$ cat config.mk
export PLATFORM = sky130hd
export DESIGN_NAME = stream_byte_packer
export DESIGN_NICKNAME = d
export VERILOG_FILES = /design/src/rtl/stream_byte_packer.sv
export SDC_FILE = /design/constraint.sdc
export NUM_CORES = 1
export LEC_CHECK = 0
export BUFFER_PORTS_ARGS = -buffer_cell sky130_fd_sc_hd__clkbuf_2
export CORE_MARGIN = 2
export CORE_UTILIZATION = 54
export CTS_CLUSTER_DIAMETER = 50
export DETAILED_ROUTE_END_ITERATION = 10
export PLACE_DENSITY_LB_ADDON = 0.12
export SYNTH_ARGS = -nofsm -noshare
export SYNTH_HDL_FRONTEND = slang
export SYNTH_SLANG_ARGS = --single-unit
export TNS_END_PERCENT = 50
$ cat constraint.sdc
create_clock -name clock -period 3.1 [get_ports clock]
set_input_delay 0.31 -clock clock [delete_from_list [all_inputs] [get_ports clock]]
set_output_delay 0.31 -clock clock [all_outputs]
set_load 0.1 [all_outputs]
$ cat src/rtl/stream_byte_packer.sv
// stream_byte_packer: packs a valid/ready byte stream into little-endian
// words of BYTES bytes. A word closes when it is full or when in_last arrives,
// so a frame may end on a partial word; in that case out_keep marks the lanes
// that carry data and frame_err latches. One output register stage sits between
// the byte side and the word side. It reloads on the same edge it drains, so
// the packer sustains one word every BYTES cycles.
module stream_byte_packer #(
    parameter int BYTES = 4,
    parameter int CNT_W = 16
) (
    input  logic                 clock,
    input  logic                 reset,
    input  logic                 in_valid,
    output logic                 in_ready,
    input  logic [7:0]           in_data,
    input  logic                 in_last,
    output logic                 out_valid,
    input  logic                 out_ready,
    output logic [8*BYTES-1:0]   out_data,
    output logic [BYTES-1:0]     out_keep,
    output logic                 out_last,
    output logic [CNT_W-1:0]     word_cnt,
    output logic [CNT_W-1:0]     frame_cnt,
    output logic                 frame_err
);

    localparam int IDX_W = (BYTES > 1) ? $clog2(BYTES) : 1;
    localparam logic [IDX_W-1:0] LAST_IDX = IDX_W'(BYTES - 1);

    // idx 0 means empty, and idx > 0 means partially filled. Lanes at or above
    // idx in acc are always zero.
    logic [IDX_W-1:0]        idx;
    logic [BYTES-1:0][7:0]   acc;
    logic [BYTES-1:0][7:0]   merged;
    logic [BYTES-1:0]        keep_mask;

    logic byte_xfer;
    logic word_xfer;
    logic at_end;
    logic closing;

    // The byte side is ready whenever the output register is free or being
    // drained on this edge. in_valid is deliberately left out of this term.
    assign in_ready  = !out_valid || out_ready;
    assign byte_xfer = in_valid && in_ready;
    assign word_xfer = out_valid && out_ready;
    assign at_end    = (idx == LAST_IDX);
    assign closing   = byte_xfer && (at_end || in_last);

    // Build the word that would be emitted if the current byte closes it.
    // Lanes below idx come from acc, the lane at idx takes in_data, and lanes
    // above idx are forced to zero.
    for (genvar l = 0; l < BYTES; l++) begin : g_lane
        assign merged[l]    = (IDX_W'(l) < idx)  ? acc[l] :
                              (IDX_W'(l) == idx) ? in_data : 8'h00;
        assign keep_mask[l] = (IDX_W'(l) <= idx);
    end

    // Accumulator and byte index. A closing byte empties the accumulator.
    always_ff @(posedge clock or posedge reset) begin
        if (reset) begin
            idx <= '0;
            acc <= '0;
        end else if (closing) begin
            idx <= '0;
            acc <= '0;
        end else if (byte_xfer) begin
            acc[idx] <= in_data;
            idx      <= idx + IDX_W'(1);
        end
    end

    // Output register. A load takes priority over a drain, so a simultaneous
    // drain and load keeps out_valid high with no bubble. A plain drain keeps
    // the payload and only clears out_valid.
    always_ff @(posedge clock or posedge reset) begin
        if (reset) begin
            out_valid <= 1'b0;
            out_data  <= '0;
            out_keep  <= '0;
            out_last  <= 1'b0;
        end else if (closing) begin
            out_valid <= 1'b1;
            out_data  <= merged;
            out_keep  <= keep_mask;
            out_last  <= in_last;
        end else if (word_xfer) begin
            out_valid <= 1'b0;
        end
    end

    // Handshake counters. They wrap naturally modulo 2^CNT_W.
    always_ff @(posedge clock or posedge reset) begin
        if (reset) begin
            word_cnt  <= '0;
            frame_cnt <= '0;
        end else if (word_xfer) begin
            word_cnt <= word_cnt + CNT_W'(1);
            if (out_last)
                frame_cnt <= frame_cnt + CNT_W'(1);
        end
    end

    // Sticky flag: a frame ended before its word filled. Only reset clears it.
    always_ff @(posedge clock or posedge reset) begin
        if (reset)
            frame_err <= 1'b0;
        else if (byte_xfer && in_last && !at_end)
            frame_err <= 1'b1;
    end

endmodule

==> results of run 1 <==
## layer usage
metal / routed length (µm) / share of wire / vias up / GRT usage
li1: - / - / 1410 / -
met1: 3930 / 0.45 / 1463 / 0.298
met2: 4160 / 0.48 / 87 / 0.354
met3: 430 / 0.050 / 11 / 0.0534
met4: 142 / 0.016 / 0 / 0.0622
met5: 0 / 0 / - / 0
## power by group
group          switching [mW]  internal [mW]
Sequential              0.202           1.49
Clock                   0.434          0.478
Combinational            1.65          0.336
## critical path, stage by stage, from the launching register on
cell and delay, ns:
dfrtp_1 0.58, ha_1 0.53, or2_2 0.28, nand3_2 0.11
buf_4 0.24, a221oi_1 0.29, nor2_1 0.09
## cells by family (layout without fill, tap and decap cells)
family,Yosys count,in the layout,synth area share
xor gates and xnor gates,30,30,0.0668
adders and majority gates,7,7,0.0211
muxes,10,10,0.0247
DFF,97,97,0.584
and+or+nand+nor,109,109,0.144
AOI/OAI and AO/OA,74,74,0.129
buffers and inverters,25,110,0.0307
## state kept, by name (all words and copies together) (netlist names)
register,count
acc,24
frame_cnt,16
idx,2
out_last,1
out_data,32
out_valid,1
word_cnt,16
out_keep,4
frame_err,1
## per-stage QoR
step                      utilization  worst slack [ns]  hold WS, ns  cells
after floorplan                     -             0.256        0.443    352
after global placement          0.629              1.10        0.460    520
after detailed placement        0.629             0.977        0.461    520
after CTS                       0.660             0.955       0.0831    536
after global routing            0.660             0.705        0.118    536
final                           0.660             0.868       0.0559    536
## final timing paths
kind | from | endpoint | slack [ns] | cells past startpoint
setup / recovery | idx[1] | out_data[21] | 0.87 | 6
hold / removal | reset | out_data[23] | 0.06 | 2
setup reg to reg | idx[1] | out_data[21] | 0.87 | 6
hold reg to reg | word_cnt[15] | word_cnt[15] | 0.47 | 1
max in group asynchronous | reset | out_data[2] | 2.38 | 3
min in group clock | in_last | frame_err | 0.28 | 3
## cell type report
cell class                      instances  area, µm²
Inverter                                7       28.8
Fill cell                             589       2500
Timing Repair Buffer                   87        455
Tap cell                               99        124
Clock inverter                          6       88.8
Multi-Input combinational cell        230       1600
Clock buffer                           10        138
Sequential cell                        97       2430
## cell usage after synthesis, types with 3 or more instances
library cell	n
inv_1	7
buf_6	3
nand4_1	8
a22o_1	32
ha_1	7
xor2_1	10
o21ai_0	21
a21oi_1	8
a221oi_1	8
clkbuf_1	4
dfrtp_1	97
buf_2	7
mux2i_1	8
nand3_1	12
xnor2_1	18
o21ai_2	3
nor2_1	21
nand2_1	31
and3_1	16
nor3_2	3
==> out/metrics.cfg, run 1 <==
[pwr]
vdd_ir_drop_max_mv = 0.489
power_mw = 4.59
powerDensity_nw_per_um2 = 944
p_leak_nw = 2.49

[place]
hpwlAfterDp_um = 6070
place_area_um2 = 4640
port_buffers = 84
gp_congestion = 0.809

[global_route]
antenna_found_initial = 0
grt_max_degree = 60
grt-ovfl-total = 0
grt_pass1_vias = 2845
grt_pass1_wl_um = 14500
track_usage = 0.219

[cts]
cts_tree = built
holdBufCountCts = 0
cts.sinks = 97
cts_setup_buffers = 0
cts_root_buf = clkbuf_8
clk_pin_slew_worst_paths_ns = 0.09
cts_made_buffers = 9
cts-resized-gates = 0
htree_num_levels = 3
clk_latency_ns = 0.36
clockBufferDepth = 2

[detailed_routing]
via_per_inst = 5.54
drtPass1Iterations = 4
drtAntennaViolNets = 0
wire_per_inst_um = 16.1
vias = 2971
drtIter0Drc = 142
routed_wirelength_um = 8660
drc = 0

[timing]
finalSetupViolations = 0
hold_viol_final = 0
fin_crit_ns = 2.23
fin_crit_sh = 0.720
final-max-slew-violation-count = 0
finClkSkew_ns = 0.0123
setup_tns_ns = 0
worst_slew_pin_slew_ns = 0.711
rsz0062_at_grt = no
relSlewSlack = 0.526
max_freq_ghz = 0.448

[synth]
avgSynthCellArea_um2 = 11.8
netlist_instances = 352
yosysUniqueCellTypes = 39
yosysTopAreaCell = dfrtp_1
synthFlopType = dfrtp_1
yosysTopAreaCellShare = 0.584
synth-seq-cells = 97
synth_edf_count = 0
yosysWarnings = 0
syn-cell-area_um2 = 4160
ys_top_cells_by_area = dfrtp_1 (58%), a22o_1 (6.7%), xnor2_1 (3.8%), nand2_1 (2.8%), o21ai_0 (2.5%)
async_flop_share = 1.00
synth_seq_area_share = 0.584
syn-num-nets = 372

[worst_setup_path]
crit_path_end_kind = flop
critPathMaxFanout = 30
crit_arrival_ns = 2.47
worstSetupStartpointType = flop
path_class = flop to flop
required_ns = 3.34

[floorplanning]
die_y_um = 91.7
design.core.area_um2 = 7370
io_pins = 85
die_area_um2 = 8420
start_util = 0.564
die_w_um = 91.7
rows = 31

[layout]
layout-drive-gt1-share = 0.288
layout_commonest_cell = dfrtp_1
mostFrequentLayoutCells = dfrtp_1 (97), clkbuf_2 (84), a22o_1 (32)
area_delta_synth_final_pct = 17.0
num_antenna_cells = 0
fin_nets = 452
postLayoutCellArea_um2 = 4860

[hold_path]
hp-class = input port to asynchronous set/reset pin

[run]
maxCapViolCount = 0

[outcome]
status = finished clean

Power figures use the tool's default switching activity.
==> run 2: changes to the inputs <==
- ABC_AREA: not set -> 1
- CORE_UTILIZATION: 54 -> 55
- clock period: 3.1 -> 2.3 ns (I/O delays scaled with it)
==> run 2 against run 1 <==
The run now ends with hold timing left. Area after synthesis up 5.3%. Die area up 3.2%. Wire length up 8.4%. Total power up 36%. Design area up 4.9%. Clock power up 22%. Combinational power up 44%. Highest routed layer unchanged.
==> out/metrics.cfg, run 2 <==
[layout]
layout_commonest_cell = nand2_1
mostFrequentLayoutCells = nand2_1 (199), dfrtp_1 (97), clkbuf_2 (84)
fin_nets = 623
num_antenna_cells = 0
fillers = 666
area_delta_synth_final_pct = 16.6
top_register = out_data
layout_top_registers = out_data x32, acc x24
largest_register_ff_count = 32
layout-drive-gt1-share = 0.196

[cts]
cts_setup_buffers = 0
clockBufferDepth = 2
cts_made_buffers = 9
htree_num_levels = 3
cts-resized-gates = 0
clk_latency_ns = 0.36
cts_root_buf = clkbuf_8
clk_pin_slew_worst_paths_ns = 0.10
cts_tree = built
cts.sinks = 97
holdBufCountCts = 0

[synth]
yosysTopAreaCell = dfrtp_1
synth_top_family_by_area = simple AND/OR/NAND/NOR gates
async_flop_share = 1.00
synthAdderAreaFrac = 0.0200
syn-num-nets = 540
synth_compound_area_frac = 0.0932
yosysMostFrequentCell = nand2_1
ys_top_cells_by_area = dfrtp_1 (55%), nand2_1 (17%), o21ai_1 (4.8%), o21ai_0 (3.8%), inv_1 (3.3%)
yosysTopAreaCellShare = 0.555
netlist_instances = 520
yosysWarnings = 0
synth_seq_area_share = 0.555
synthXorXnorAreaFrac = 0.0360
avgSynthCellArea_um2 = 8.42
syn-cell-area_um2 = 4380
synthFlopType = dfrtp_1
post_synth_most_frequent_cells = nand2_1 (199), dfrtp_1 (97), o21ai_1 (42)
synth-seq-cells = 97
synth.area.mux_share = 0
synthSimpleGateAreaFrac = 0.241
yosysUniqueCellTypes = 26
synth_edf_count = 0

[timing]
finalSetupViolations = 0
worst_slew_pin_slew_ns = 0.621
setup_slack_ns = 0.476
final-max-slew-violation-count = 0
hold_viol_final = 13
fin_crit_sh = 0.793
rsz0062_at_grt = no
finClkSkew_ns = 0.0131
fin_crit_ns = 1.82
setup_tns_ns = 0
max_freq_ghz = 0.548
hold_ws_ns = -0.00785
relSlewSlack = 0.583

[global_route]
grt-ovfl-total = 0
antenna_found_initial = 0
track_usage = 0.228
grt_max_degree = 98
grt_pass1_vias = 3425
grt_pass1_wl_um = 15400

[pwr]
p_leak_nw = 2.69
powerDensity_nw_per_um2 = 1220
vdd_ir_drop_max_mv = 0.732

[floorplanning]
rows = 32
design.core.area_um2 = 7730
start_util = 0.566
die_y_um = 93.2
die_area_um2 = 8690
die_w_um = 93.2
io_pins = 85

[worst_setup_path]
required_ns = 2.58
crit_path_end_kind = flop
worstSetupStartpointType = flop
reg2reg_from = idx[1]
path_class = flop to flop
critPathMaxFanout = 20
crit_arrival_ns = 2.11
startpoint = idx[1]

[place]
port_buffers = 84
hpwlAfterDp_um = 6540
dp_slack_ns = 0.527
gp_congestion = 0.838

[detailed_routing]
drc = 0
via_per_inst = 5.10
vias = 3618
drtAntennaViolNets = 0
wire_per_inst_um = 13.2
drtIter0Drc = 171
routed_wirelength_um = 9380
drtPass1Iterations = 4

[run]
maxCapViolCount = 0

[outcome]
failed_checks = hold timing
status = finished with violations

[hold_path]
hp-class = input port to asynchronous set/reset pin

-- run 2: per-layer routing --
layer | GRT usage | wire [µm]
met1 | 0.298 | 4350
met2 | 0.370 | 4330
met3 | 0.0475 | 496
met4 | 0.0944 | 207
met5 | 0 | 0
-- run 2: logic make-up after synthesis --
group           Yosys count
compound gates           79
simple gates            260
flops                    97
fa+ha+maj                 7
xor+xnor                 18
buf+inv                  59
-- run 2: cell type report --
cell class / instances / area (µm²) / share of cell area
flip-flops and latches: 97 / 2430 / 0.476
multi-input cells: 364 / 1710 / 0.335
repair buffers: 88 / 475 / 0.0932
inverters: 43 / 165 / 0.0324
clock buffers: 12 / 145 / 0.0284
well taps: 102 / 128 / 0.0250
clock inverters: 4 / 52.6 / 0.0103
-- run 2: where the power goes --
group	switching, mW	leakage [nW]	internal (mW)
sequential	0.243	1.28	2.02
clock	0.578	0.0888	0.534
combinational	2.43	1.32	0.428
total	3.25	2.69	2.99
-- run 2: through the flow --
step	cell area (µm²)	power [mW]	std cells	hold WS [ns]	util
finish	5100	6.24	710	-0.00785	0.660
global route	5100	6.51	710	0.0475	0.660
CTS	5100	6.27	710	0.0107	0.660
detailed placement	4900	5.16	694	0.410	0.635
global placement	4900	5.12	694	0.404	0.635
floorplan	4380	4.66	520	0.376	-
-- run 2: worst paths after layout --
kind | endpoint | slack (ns) | depth (start not counted)
setup / recovery | acc[1] | 0.48 | 6
hold / removal | frame_cnt[11] | -0.008 | 3
setup reg to reg | acc[1] | 0.48 | 6
hold reg to reg | out_data[5] | 0.48 | 2
max in group asynchronous | out_keep[2] | 1.92 | 3
min in group clock | out_data[28] | 0.19 | 3
-- run 2: worst max-delay path, stage by stage (launching register included) --
cell and delay (ns):
dfrtp_1 0.43, clkinv_1 0.11, buf_4 0.21, ha_1 0.38, o21ai_2 0.41, nand2_1 0.11
o21ai_1 0.10
==> run 3: changes to the inputs <==
- CORE_UTILIZATION: 55 -> 50
- clock period: 2.3 -> 1.5 ns (I/O delays scaled with it)
==> run 3 against run 2 <==
The flow now finishes without violations. Via count hardly changed. Total power is 54% higher. Sequential power grew 52%. Design area rose by 5.0%. Clock-buffer cell count up 1. Sequential share of layout area shrank 2.3 points. Fmax increased by 26%. Largest cell class unchanged.
==> out/metrics.cfg, run 3 (synthesized netlist as in run 2, its figures left out) <==
[outcome]
status = finished clean

[detailed_routing]
drtPass1Iterations = 4
drtAntennaViolNets = 0
vias = 3621
drc = 0
wire_per_inst_um = 13.2
via_per_inst = 4.95
routed_wirelength_um = 9640
drtIter0Drc = 230

[worst_setup_path]
critPathMaxFanout = 24
max_stage_delay_ns = 0.42
path_class = flop to flop
cp_cell_sequence = ha_1 -> nor2_2 -> inv_2 -> nor2_4 -> inv_4 -> o21ai_0
cp_top_family = flip-flops
crit_arrival_ns = 1.71
reg2reg_from = idx[1]
worstSetupStartpointType = flop
critPathBufInv = 2
slowest_stage = dfrtp_1
crit_path_end_kind = flop
required_ns = 1.77
startpoint = idx[1]

[floorplanning]
design.core.area_um2 = 8590
start_util = 0.509
io_pins = 85
die_w_um = 97.6
die_area_um2 = 9520
rows = 34
die_y_um = 97.6

[hold_path]
hp-start = in_data[0]
hp-class = input port to flop

[timing]
fin_crit_sh = 0.964
hold_ws_ns = 0.108
final-max-slew-violation-count = 0
finalSetupViolations = 0
rsz0062_at_grt = yes
setup_slack_ns = 0.0539
max_freq_ghz = 0.692
hold_viol_final = 0
worst_slew_pin_slew_ns = 0.566
finClkSkew_ns = 0.0143
relSlewSlack = 0.624
fin_crit_ns = 1.45

[place]
port_buffers = 84
dp_cells = 711
dp_slack_ns = -0.110
gp_congestion = 0.813
hpwlAfterDp_um = 6810

[layout]
mostFrequentLayoutCells = nand2_1 (199), dfrtp_1 (97), clkbuf_2 (82)
top_register = out_data
layout_commonest_cell = nand2_1
layoutNonFillerInstCount = 731
fin_nets = 638
num_antenna_cells = 0
layout-drive-gt1-share = 0.220
layout_top_registers = out_data x32, acc x24
fillers = 772
area_delta_synth_final_pct = 22.4
largest_register_ff_count = 32
seq_area_um2 = 2430
multi_input_area_um2 = 1750

[global_route]
track_usage = 0.212
grt_pass1_wl_um = 16400
grt-ovfl-total = 0
grt_pass1_vias = 3483
grt_max_degree = 46
antenna_found_initial = 0

[cts]
cts.sinks = 97
cts_made_buffers = 9
cts_tree = built
htree_num_levels = 3
clk_latency_ns = 0.36
clk_pin_slew_worst_paths_ns = 0.09
clockBufferDepth = 2
cts_root_buf = clkbuf_8

[run]
maxCapViolCount = 0

[pwr]
powerDensity_nw_per_um2 = 1800
vdd_ir_drop_max_mv = 1.11
power_mw = 9.63
p_leak_nw = 2.80

[run 3: path summary, 6_finish.rpt]
check | end | slack (ns) | cells after the start
worst max register to register | acc[7] | 0.05 | 6
min in group asynchronous | frame_cnt[5] | 0.31 | 3
max in group asynchronous | idx[0] | 0.65 | 4
worst min-delay path | out_data[24] | 0.11 | 3
worst max-delay path | acc[7] | 0.05 | 6
worst min register to register | out_data[7] | 0.48 | 2
[run 3: area by class of cell]
| type | instances | area share |
|---|---|---|
| clock inverter | 3 | 0.00444 |
| tap | 108 | 0.0252 |
| clock buffer | 13 | 0.0297 |
| inverter | 43 | 0.0322 |
| multi-input combinational | 364 | 0.327 |
| sequential | 97 | 0.453 |
| timing repair buffer | 103 | 0.129 |
[run 3: worst reg2reg max path: cells and delay by family (launching register included)]
| family | cells | cell delay, ns |
|---|---|---|
| buf+inv | 2 | 0.23 |
| flops | 1 | 0.42 |
| compound gates | 1 | 0.20 |
| fa+ha+maj | 1 | 0.22 |
| simple gates | 2 | 0.29 |
[run 3: repair_timing]
action                     in CTS  in global routing
setup buffers                   0                  1
hold endpoints to repair       11                  0
setup endpoints to repair      11                 45
hold buffers                    1                  0
gates resized for setup         2                 12
gates cloned                    0                  2
[run 3: stage by stage]
step	instance area (µm²)	TNS (ns)	util
after global placement	5060	-0.170	0.589
final	5360	0	0.624
after floorplan	4380	-63.30	-
after global routing	5360	-0.166	0.624
after CTS	5260	0	0.612
after detailed placement	5060	-0.749	0.589
[run 3: metal layers]
layer  GRT usage  up-vias  part of all wire
met2       0.344       94              0.47
met3      0.0396       14             0.049
met1       0.292     1683              0.46
met5           0        -                 0
li1            -     1830                 -
met4      0.0652        0             0.015
[run 3: power breakdown]
group	switching (mW)	leakage [nW]	internal (mW)
registers	0.362	1.28	3.10
clock network	0.887	0.0863	0.703
logic	3.77	1.44	0.800
total	5.02	2.80	4.61
